$ cat src/rtl/uart_pkg.sv
// Shared constants for the UART APB front-end: register map, bit positions,
// TX sequencer states and the CTRL reset value.
package uart_pkg;
  localparam logic [7:0] ADDR_DATA   = 8'h00;
  localparam logic [7:0] ADDR_STATUS = 8'h04;
  localparam logic [7:0] ADDR_CTRL   = 8'h08;
  localparam logic [7:0] ADDR_IRQ_EN = 8'h0C;

  localparam int ST_TX_FULL    = 0;
  localparam int ST_TX_EMPTY   = 1;
  localparam int ST_RX_VALID   = 2;
  localparam int ST_RX_OVERRUN = 3;
  localparam int ST_TX_ACTIVE  = 4;

  localparam int CTRL_TX_EN   = 0;
  localparam int CTRL_RX_EN   = 1;
  localparam int CTRL_OVR_CLR = 2;

  localparam int IE_TX_EMPTY = 0;
  localparam int IE_RX_VALID = 1;
  localparam int IE_OVERRUN  = 2;

  localparam logic [7:0] CTRL_RST = 8'h03;

  typedef enum logic [1:0] {TX_IDLE, TX_LOAD, TX_WAIT} tx_state_e;
endpackage

$ cat src/rtl/uart_apb_ctrl_if.sv
// APB slave bus bundle for the UART controller (zero-wait-state, 8-bit data).
interface uart_apb_ctrl_if;
  logic       PSEL2;
  logic       PENABLE;
  logic       PWRITE;
  logic [7:0] PADDR;
  logic [7:0] PWDATA;
  logic [7:0] PRDATA;
  logic       PREADY;
  logic       PSLVERR;

  modport master (output PSEL2, PENABLE, PWRITE, PADDR, PWDATA,
                  input  PRDATA, PREADY, PSLVERR);
  modport slave  (input  PSEL2, PENABLE, PWRITE, PADDR, PWDATA,
                  output PRDATA, PREADY, PSLVERR);
endinterface

$ cat src/rtl/uart_tx_fifo.sv
// Circular byte FIFO feeding the TX sequencer. rdata shows the head entry;
// a push and a pop in the same cycle are allowed even when full.
module uart_tx_fifo #(
  parameter int DEPTH = 4
) (
  input  logic       clk,
  input  logic       rst_n,
  input  logic       push,
  input  logic       pop,
  input  logic [7:0] wdata,
  output logic [7:0] rdata,
  output logic       full,
  output logic       empty
);
  localparam int AW = $clog2(DEPTH);

  logic [7:0]  mem [DEPTH];
  logic [AW-1:0] wptr, rptr;
  logic [AW:0]   count;

  assign full  = (count == (AW+1)'(DEPTH));
  assign empty = (count == '0);
  assign rdata = mem[rptr];

  always_ff @(posedge clk) begin
    if (push) mem[wptr] <= wdata;
  end

  // Pointers wrap naturally because DEPTH is a power of two.
  always_ff @(posedge clk or negedge rst_n) begin
    if (!rst_n) begin
      wptr  <= '0;
      rptr  <= '0;
      count <= '0;
    end else begin
      if (push) wptr <= wptr + AW'(1);
      if (pop)  rptr <= rptr + AW'(1);
      case ({push, pop})
        2'b10:   count <= count + (AW+1)'(1);
        2'b01:   count <= count - (AW+1)'(1);
        default: count <= count;
      endcase
    end
  end
endmodule

$ cat src/rtl/uart_apb_ctrl.sv
// APB register front-end and TX/RX sequencer for the UART pair.
// Define UART_CTRL_IRQ_EN to add the IRQ_EN register (0x0C) and the irq output.
module uart_apb_ctrl
  import uart_pkg::*;
#(
  parameter int FIFO_DEPTH = 4
) (
  input  logic            PCLK,
  input  logic            PRESETn,
  uart_apb_ctrl_if.slave  apb,
  output logic            tx_start,
  output logic [7:0]      tx_data,
  input  logic            tx_done,
  input  logic            rx_done,
  input  logic [7:0]      rx_data
`ifdef UART_CTRL_IRQ_EN
  ,
  output logic            irq
`endif
);
  tx_state_e  state, state_nxt;
  logic       fifo_push, fifo_pop, fifo_full, fifo_empty;
  logic [7:0] fifo_rdata;
  logic       tx_en, rx_en, rx_valid, rx_overrun, tx_active;
  logic [7:0] rx_byte, status, rd_mux;
  logic       access, wr, rd, data_rd;
  logic       sel_data, sel_status, sel_ctrl, sel_ie, mapped;

  assign access     = apb.PSEL2 & apb.PENABLE;
  assign wr         = access & apb.PWRITE;
  assign rd         = access & ~apb.PWRITE;
  assign sel_data   = (apb.PADDR == ADDR_DATA);
  assign sel_status = (apb.PADDR == ADDR_STATUS);
  assign sel_ctrl   = (apb.PADDR == ADDR_CTRL);
  assign data_rd    = rd & sel_data;

`ifdef UART_CTRL_IRQ_EN
  logic [2:0] ie;
  assign sel_ie = (apb.PADDR == ADDR_IRQ_EN);
`else
  assign sel_ie = 1'b0;
`endif
  assign mapped = sel_data | sel_status | sel_ctrl | sel_ie;

  // A pop in the same cycle frees the slot, so a write to a full FIFO still lands.
  assign fifo_push   = wr & sel_data & (~fifo_full | fifo_pop);
  assign fifo_pop    = (state == TX_LOAD);
  assign tx_active   = (state != TX_IDLE);

  assign apb.PREADY  = 1'b1;
  assign apb.PSLVERR = access & (~mapped | (apb.PWRITE & sel_data & fifo_full & ~fifo_pop));
  assign apb.PRDATA  = rd ? rd_mux : 8'h00;

  always_comb begin
    status                = '0;
    status[ST_TX_FULL]    = fifo_full;
    status[ST_TX_EMPTY]   = fifo_empty;
    status[ST_RX_VALID]   = rx_valid;
    status[ST_RX_OVERRUN] = rx_overrun;
    status[ST_TX_ACTIVE]  = tx_active;
  end

  always_comb begin
    rd_mux = '0;
    if (sel_data)        rd_mux = rx_byte;
    else if (sel_status) rd_mux = status;
    else if (sel_ctrl) begin
      rd_mux[CTRL_TX_EN] = tx_en;
      rd_mux[CTRL_RX_EN] = rx_en;
    end
`ifdef UART_CTRL_IRQ_EN
    else if (sel_ie)     rd_mux[2:0] = ie;
`endif
  end

  uart_tx_fifo #(.DEPTH(FIFO_DEPTH)) u_fifo (
    .clk   (PCLK),
    .rst_n (PRESETn),
    .push  (fifo_push),
    .pop   (fifo_pop),
    .wdata (apb.PWDATA),
    .rdata (fifo_rdata),
    .full  (fifo_full),
    .empty (fifo_empty)
  );

  always_ff @(posedge PCLK or negedge PRESETn) begin
    if (!PRESETn) state <= TX_IDLE;
    else          state <= state_nxt;
  end

  always_comb begin
    state_nxt = state;
    case (state)
      TX_IDLE: if (tx_en && !fifo_empty) state_nxt = TX_LOAD;
      TX_LOAD: state_nxt = TX_WAIT;
      TX_WAIT: if (tx_done) state_nxt = TX_IDLE;
      default: state_nxt = TX_IDLE;
    endcase
  end

  // Head is latched on entry to LOAD so tx_data is already valid alongside tx_start.
  always_ff @(posedge PCLK or negedge PRESETn) begin
    if (!PRESETn) begin
      tx_start <= 1'b0;
      tx_data  <= 8'h00;
    end else begin
      tx_start <= (state_nxt == TX_LOAD) && (state == TX_IDLE);
      if ((state_nxt == TX_LOAD) && (state == TX_IDLE)) tx_data <= fifo_rdata;
    end
  end

  always_ff @(posedge PCLK or negedge PRESETn) begin
    if (!PRESETn) begin
      tx_en <= CTRL_RST[CTRL_TX_EN];
      rx_en <= CTRL_RST[CTRL_RX_EN];
    end else if (wr && sel_ctrl) begin
      tx_en <= apb.PWDATA[CTRL_TX_EN];
      rx_en <= apb.PWDATA[CTRL_RX_EN];
    end
  end

  // A capture coinciding with a DATA read keeps rx_valid set and is not an overrun.
  always_ff @(posedge PCLK or negedge PRESETn) begin
    if (!PRESETn) begin
      rx_byte    <= 8'h00;
      rx_valid   <= 1'b0;
      rx_overrun <= 1'b0;
    end else begin
      if (wr && sel_ctrl && apb.PWDATA[CTRL_OVR_CLR]) rx_overrun <= 1'b0;
      if (rx_done && rx_en) begin
        rx_byte  <= rx_data;
        rx_valid <= 1'b1;
        if (rx_valid && !data_rd) rx_overrun <= 1'b1;
      end else if (data_rd) begin
        rx_valid <= 1'b0;
      end
    end
  end

`ifdef UART_CTRL_IRQ_EN
  always_ff @(posedge PCLK or negedge PRESETn) begin
    if (!PRESETn) begin
      ie  <= '0;
      irq <= 1'b0;
    end else begin
      if (wr && sel_ie) ie <= apb.PWDATA[2:0];
      irq <= (fifo_empty & ie[IE_TX_EMPTY]) | (rx_valid & ie[IE_RX_VALID]) |
             (rx_overrun & ie[IE_OVERRUN]);
    end
  end
`endif

  logic unused_pwdata;
  assign unused_pwdata = &{1'b0, apb.PWDATA[7:3]};
endmodule

$ cat src/flat_wrapper.sv
// flat-port wrapper written by rule: the top's interface ports become plain ports
module uart_apb_ctrl_flat import uart_pkg::*;
#(
  parameter int FIFO_DEPTH = 4
)
  (PCLK, PRESETn, tx_start, tx_data, tx_done, rx_done, rx_data, apb_PSEL2, apb_PENABLE, apb_PWRITE, apb_PADDR, apb_PWDATA, apb_PRDATA, apb_PREADY, apb_PSLVERR);
  uart_apb_ctrl_if apb_i ();
  input  logic PCLK;
  input  logic PRESETn;
  output logic tx_start;
  output logic [7:0] tx_data;
  input  logic tx_done;
  input  logic rx_done;
  input  logic [7:0] rx_data;
  input wire logic [$bits(apb_i.PSEL2)-1:0] apb_PSEL2;
  input wire logic [$bits(apb_i.PENABLE)-1:0] apb_PENABLE;
  input wire logic [$bits(apb_i.PWRITE)-1:0] apb_PWRITE;
  input wire logic [$bits(apb_i.PADDR)-1:0] apb_PADDR;
  input wire logic [$bits(apb_i.PWDATA)-1:0] apb_PWDATA;
  output wire logic [$bits(apb_i.PRDATA)-1:0] apb_PRDATA;
  output wire logic [$bits(apb_i.PREADY)-1:0] apb_PREADY;
  output wire logic [$bits(apb_i.PSLVERR)-1:0] apb_PSLVERR;
  assign apb_i.PSEL2 = apb_PSEL2;
  assign apb_i.PENABLE = apb_PENABLE;
  assign apb_i.PWRITE = apb_PWRITE;
  assign apb_i.PADDR = apb_PADDR;
  assign apb_i.PWDATA = apb_PWDATA;
  assign apb_PRDATA = apb_i.PRDATA;
  assign apb_PREADY = apb_i.PREADY;
  assign apb_PSLVERR = apb_i.PSLVERR;
  uart_apb_ctrl #(.FIFO_DEPTH(FIFO_DEPTH)) u_core (.PCLK(PCLK), .PRESETn(PRESETn), .apb(apb_i), .tx_start(tx_start), .tx_data(tx_data), .tx_done(tx_done), .rx_done(rx_done), .rx_data(rx_data));
endmodule
$ cat config.mk
export PLATFORM = sky130hd
export DESIGN_NAME = uart_apb_ctrl_flat
export DESIGN_NICKNAME = d
export VERILOG_FILES = /design/src/rtl/uart_pkg.sv /design/src/rtl/uart_apb_ctrl_if.sv /design/src/rtl/uart_tx_fifo.sv /design/src/rtl/uart_apb_ctrl.sv /design/src/flat_wrapper.sv
export SDC_FILE = /design/constraint.sdc
export NUM_CORES = 1
export LEC_CHECK = 0
export BUFFER_PORTS_ARGS = -buffer_cell sky130_fd_sc_hd__buf_2
export CORE_MARGIN = 3
export CORE_UTILIZATION = 31
export DETAILED_ROUTE_END_ITERATION = 10
export RECOVER_POWER = 100
export SETUP_SLACK_MARGIN = 0.15
export SYNTH_ARGS = -nofsm -noshare
export SYNTH_HDL_FRONTEND = slang
export SYNTH_SLANG_ARGS = --single-unit
$ cat constraint.sdc
create_clock -name PCLK -period 3.5 [get_ports PCLK]
set_clock_uncertainty 0.15 [all_clocks]
set_input_delay 0.7 -clock PCLK [delete_from_list [all_inputs] [get_ports PCLK]]
set_output_delay 0.7 -clock PCLK [all_outputs]
set_load 0.05 [all_outputs]
==> results.sh, run 1 <==
export IMPL_clock_sinks=62
export IMPL_post_place_ws_ns=0.448
export IMPL_port_buffers=48
export IMPL_row_count=33
export IMPL_synthesis_nets=205
export IMPL_finalCriticalPeriod_ns=3.23
export IMPL_synth_xor_area_share_pct=1.97
export IMPL_cts_root_buf="clkbuf_8"
export IMPL_numCtsBuffers=9
export IMPL_dieArea_um2=9780
export IMPL_cp_data_required_time_ns=2.65
export IMPL_layout_commonest_cell="edfxtp_1"
export IMPL_hold_end="u_core.u_fifo.count[2]"
export IMPL_top_layer="met4"
export IMPL_cts_setup_buffers=0
export IMPL_regToRegEndpoint="u_core.u_fifo.mem[0][1]"
export IMPL_drt_antenna_violating_nets=0
export IMPL_worstSkewPairLatency_ns=0.33
export IMPL_cellPowerDensity_nw_per_um2=552
export IMPL_grt_overflow=0
export IMPL_grt_pass1_vias=1615
export IMPL_slew_limit_headroom_pct=-15.6
export IMPL_yosys_mux_area_fraction_pct=15.4
export IMPL_fin_nets=262
export IMPL_place_congestion=0.775
export IMPL_fill_cells=814
export IMPL_path_class="in -> out"
export IMPL_fin_hold_ws_ns=0.328
export IMPL_h_tree_depth=3
export IMPL_hold_buffers=0
export IMPL_fin_area_um2=3190
export IMPL_cts_buffer_depth=2
export IMPL_irDropWorstVdd_uv=193
export IMPL_end_kind="output pin"
export IMPL_die_h_um=98.9
export IMPL_drive_gt1_share_pct=31.0
export IMPL_place_hpwl_mm=3.48
export IMPL_dieWidth_um=98.9
export IMPL_clk_pin_slew_ns=0.06
export IMPL_worstRegToRegCells=4
export IMPL_synth_top_family_by_area="multiplexers"
export IMPL_ys_types=43
export IMPL_synth_seq_area_share_pct=64.1
export IMPL_ctsResizeCount=0
export IMPL_period_share_pct=92.2
export IMPL_synth_edf_count=32
export IMPL_wl_met2_mm=2.47
export IMPL_initial_utilization_pct=32.2
export IMPL_met1_length_mm=2.17
export IMPL_cp_arrival_ns=2.38
export IMPL_regArea_um2=1710
export IMPL_multiInputGateArea_um2=861
export IMPL_drt_iter0_markers=89
export IMPL_drv_slew=31
export IMPL_yosys_area_share_simple_pct=7.81
export IMPL_yosysWarnings=0
export IMPL_hp_class="reg -> reg"
export IMPL_worst_pin_slew_ns=1.73
export IMPL_synthAdderAreaFrac_pct=3.09
export IMPL_status="finished, violations left"
export IMPL_maxCapViolCount=1
export IMPL_grt_start_max_net_pins=31
export IMPL_routed_wl_mm=4.99
export IMPL_drc=0
export IMPL_synth_seq_cells=62
export IMPL_cp_cell_sequence="buf_2, or4_4, nor3_1, buf_4, o2111a_1, clkbuf_1"
export IMPL_setup_slack_ns=0.274
export IMPL_crit_fanout=7
export IMPL_grt_util_all_layers_pct=11.1
export IMPL_syn_cell_area_um2=2670
export IMPL_ios=50
export IMPL_final_util_pct=38.5
export IMPL_synth_main_ff_cell="edfxtp_1"
export IMPL_final_setup_tns_ns=0
export IMPL_final_cell_mix="edfxtp_1, dfrtp_1, clkbuf_1"
export IMPL_final_setup_viol_count=0
export IMPL_synth_compound_area_share_pct=4.63
export IMPL_fmax_mhz=310
export IMPL_routedWlPerCell_um=14.9
export IMPL_via_count=1546
export IMPL_crit_family="simple AND/OR/NAND/NOR gates"
export IMPL_cpPeakStageDelay_ns=0.58
export IMPL_synth_avg_cell_area_um2=15.9
export IMPL_hold_depth=1
export IMPL_diodes=0
export IMPL_area_growth_pct=19.5
export IMPL_met3_length_um=207
export IMPL_grt_first_pass_wirelength_mm=8.20
export IMPL_synthArstFlopShare_pct=48.4
export IMPL_p_leak_nw=1.32
export IMPL_synthCells=168
export IMPL_rsz0062_at_grt="no"
export IMPL_cp_buffers_inverters=3
export IMPL_violations="max-capacitance violations, max-slew violations"
export IMPL_drt_first_pass_iters=4
export IMPL_regToRegStartpoint="u_core.state[1]"
export IMPL_r2r_setup_slack_ns=0.73
export IMPL_core_um2=8300
export IMPL_cts_tree="built"
export IMPL_cp_slowest_cell="or4_4"
export IMPL_antenna_found_initial=0
export IMPL_viasPerCell=4.63
export IMPL_hp_start="u_core.u_fifo.count[2]"
export IMPL_hold_viol=0
export IMPL_startpoint_type="primary input"
export IMPL_placed_area_um2=3040
## worst max-delay path by stage
stage	startpoint	to	slack, ns	depth (start not counted)
final	apb_PADDR[5]	apb_PRDATA[0]	0.27	6
after global routing	apb_PADDR[3]	u_core.u_fifo.mem[0][1]	0.21	5
after CTS	apb_PADDR[3]	apb_PRDATA[3]	0.45	6
after detailed placement	apb_PADDR[3]	apb_PRDATA[3]	0.45	6
after global placement	apb_PADDR[5]	apb_PRDATA[0]	0.49	6
after floorplan	apb_PADDR[2]	apb_PRDATA[2]	0.29	4
## per-layer routing
layer / track usage (%) / up-vias
met3: 3.61 / 11
met5: 0 / -
met4: 5.99 / 0
met1: 13.3 / 767
li1: - / 734
met2: 17.6 / 34
## final cells by class
class                   count  area share [%]
flip-flops and latches     62            53.7
repair buffers             51            7.17
well taps                 105            4.11
clock buffers              12            4.54
inverters                  12            1.41
multi-input cells          89            26.9
clock inverters             3            2.15
## synth_stat cells (3+ instances only)
cell / n / share of area, %
nor2_1: 3 / 0.42
a32o_1: 3 / 1.1
dfrtp_1: 28 / 26
nand2_1: 5 / 0.70
inv_1: 12 / 1.7
edfxtp_1: 32 / 36
xnor2_1: 4 / 1.3
and2_1: 7 / 1.6
mux4_2: 8 / 6.7
ha_1: 5 / 2.3
nand2b_1: 4 / 0.94
mux2_2: 16 / 6.7
## metrics by stage
stage               power [mW]  cells
floorplan                 1.04    168
global placement          1.11    319
detailed placement        1.11    319
CTS                       1.79    334
global route              1.84    334
finish                    1.76    334
## registers in the layout, indices dropped and copies added, names as in the netlist, 2 cells and up
name and count:
u_core.u_fifo.mem 32, u_core.rx_byte 8, u_core.tx_data 8, u_core.u_fifo.count 3, u_core.state 2, u_core.u_fifo.rptr 2, u_core.u_fifo.wptr 2
## where the power goes
| part | leakage [nW] | total, mW | switching (mW) | internal (mW) |
|---|---|---|---|---|
| combinational | 0.534 | 0.226 | 0.127 | 0.0984 |
| clock | 0.107 | 0.677 | 0.259 | 0.418 |
| sequential | 0.675 | 0.859 | 0.0484 | 0.811 |
## kinds of logic after synthesis
kind of cell,after synthesis
compound gates,13
xor+xnor,6
fa+ha+maj,6
buf+inv,17
flops,62
mux,28
other cells,1
simple gates,35
(Power assumes the default switching activity.)
==> run 2, diff against run 1 <==
RECOVER_POWER = default   (was 100)
==> run 2 against run 1 <==
  * The run now ends clean
  * Final area rose by 1.8%
  * Hold slack got worse by 0.053 ns
  * Wire length fell by 0.82%
  * Sequential power barely moved
  * Cell count did not move
  * Largest cell class unchanged
  * Sequential share of layout area fell by 0.93 points
==> results.sh, run 2 (same netlist as run 1, synthesis figures left out) <==
export IMPL_status="completed"
export IMPL_end_kind="output pin"
export IMPL_top_register="u_core.u_fifo.mem"
export IMPL_routed_wl_mm=4.95
export IMPL_fmax_mhz=328
export IMPL_diodes=0
export IMPL_ios=50
export IMPL_final_setup_tns_ns=0
export IMPL_drt_first_pass_iters=4
export IMPL_cpPeakStageDelay_ns=0.60
export IMPL_irDropWorstVdd_uv=191
export IMPL_cp_cell_sequence="buf_2, or4_1, nor3_1, buf_4, a32o_1, buf_2"
export IMPL_cp_arrival_ns=2.20
export IMPL_final_setup_viol_count=0
export IMPL_cts_buffer_depth=2
export IMPL_place_hpwl_mm=3.48
export IMPL_clk_pin_slew_ns=0.07
export IMPL_drc=0
export IMPL_dieArea_um2=9780
export IMPL_core_um2=8300
export IMPL_cts_root_buf="clkbuf_8"
export IMPL_drt_antenna_violating_nets=0
export IMPL_fin_nets=262
export IMPL_cts_tree="built"
export IMPL_layout_commonest_cell="buf_2"
export IMPL_drv_slew=0
export IMPL_final_util_pct=39.2
export IMPL_largest_reg_flops=32
export IMPL_hold_buffers=0
export IMPL_via_count=1545
export IMPL_crit_fanout=8
export IMPL_slew_limit_headroom_pct=52.0
export IMPL_antenna_found_initial=0
export IMPL_area_growth_pct=21.6
export IMPL_place_congestion=0.775
export IMPL_grt_pass1_vias=1615
export IMPL_drive_gt1_share_pct=42.4
export IMPL_worst_pin_slew_ns=0.721
export IMPL_row_count=33
export IMPL_initial_utilization_pct=32.2
export IMPL_period_share_pct=87.0
export IMPL_grt_start_max_net_pins=31
export IMPL_cp_depth=6
export IMPL_numCtsBuffers=9
export IMPL_cp_data_required_time_ns=2.65
export IMPL_drt_iter0_markers=113
export IMPL_die_h_um=98.9
export IMPL_port_buffers=48
export IMPL_final_cell_mix="buf_2, edfxtp_1, dfrtp_1"
export IMPL_worstSkewPairLatency_ns=0.33
export IMPL_grt_first_pass_wirelength_mm=8.20
export IMPL_hold_viol=0
export IMPL_hp_class="in -> async"
export IMPL_ctsResizeCount=0
export IMPL_cts_setup_buffers=0
export IMPL_cellPowerDensity_nw_per_um2=544
export IMPL_dieWidth_um=98.9
export IMPL_grt_overflow=0
export IMPL_path_class="in -> out"
export IMPL_cpMostUsedCell="buf_2"
export IMPL_cp_buffers_inverters=3
export IMPL_viasPerCell=4.63
export IMPL_cp_slowest_cell="or4_1"
export IMPL_clock_sinks=62
export IMPL_grt_util_all_layers_pct=11.1
export IMPL_largestRegisters="u_core.u_fifo.mem: 32 flops, u_core.rx_byte: 8 flops, u_core.tx_data: 8 flops"
export IMPL_h_tree_depth=3
export IMPL_worstRegToRegCells=9
export IMPL_crit_family="simple AND/OR/NAND/NOR gates"
export IMPL_maxCapViolCount=0
export IMPL_rsz0062_at_grt="no"
export IMPL_routedWlPerCell_um=14.8
export IMPL_finalCriticalPeriod_ns=3.05
export IMPL_startpoint_type="primary input"
export IMPL_p_leak_nw=1.41
[run 2: worst paths after layout]
check | from | end | slack (ns)
worst min-delay path | PRESETn | u_core.tx_data[7] | 0.28
max in group asynchronous | PRESETn | u_core.tx_start | 2.46
min in group PCLK | u_core.u_fifo.count[2] | u_core.u_fifo.count[2] | 0.32
worst min register to register | u_core.u_fifo.count[2] | u_core.u_fifo.count[2] | 0.32
worst max register to register | u_core.u_fifo.count[0] | u_core.u_fifo.count[2] | 1.04
worst max-delay path | apb_PADDR[3] | apb_PRDATA[3] | 0.45
[run 2: report_power, final]
group / internal, mW / switching (mW) / total (mW)
registers: 0.811 / 0.0481 / 0.859
logic: 0.105 / 0.128 / 0.233
clock network: 0.418 / 0.257 / 0.675
total: 1.33 / 0.433 / 1.77
[run 2: area by class of cell]
cell class / instances / area (um2)
inverter: 12 / 45.0
tap: 105 / 131
fill: 790 / 5050
clock inverter: 3 / 68.8
multi-input combinational: 89 / 883
clock buffer: 12 / 145
timing repair buffer: 51 / 263
sequential: 62 / 1710
[run 2: routing by layer]
metal  wire [um]  vias up  global-route usage [%]
li1            -      736                       -
met1        2080      764                    13.3
met2        2510       34                    17.6
met3         237       11                    3.61
met4         124        0                    5.99
met5           0        -                       0
[run 2: metrics by stage]
stage | hold WS, ns | total power [mW] | instance area [um2] | cells | worst slack, ns
after global routing | 0.328 | 1.85 | 3250 | 334 | 0.368
final | 0.276 | 1.77 | 3250 | 334 | 0.453
after global placement | 0.316 | 1.11 | 3040 | 319 | 0.490
after floorplan | 0.254 | 1.04 | 2670 | 168 | 0.292
after CTS | 0.301 | 1.79 | 3250 | 334 | 0.449
after detailed placement | 0.318 | 1.11 | 3040 | 319 | 0.448
[run 2: worst register-to-register path, stage by stage (launching register included)]
cell and delay (ns):
dfrtp_1 0.41, nor3b_1 0.53, a2111oi_4 0.18, inv_1 0.09
ha_1 0.19, inv_1 0.06, fa_1 0.37, xor2_1 0.15
nor2_1 0.11, xor2_1 0.15
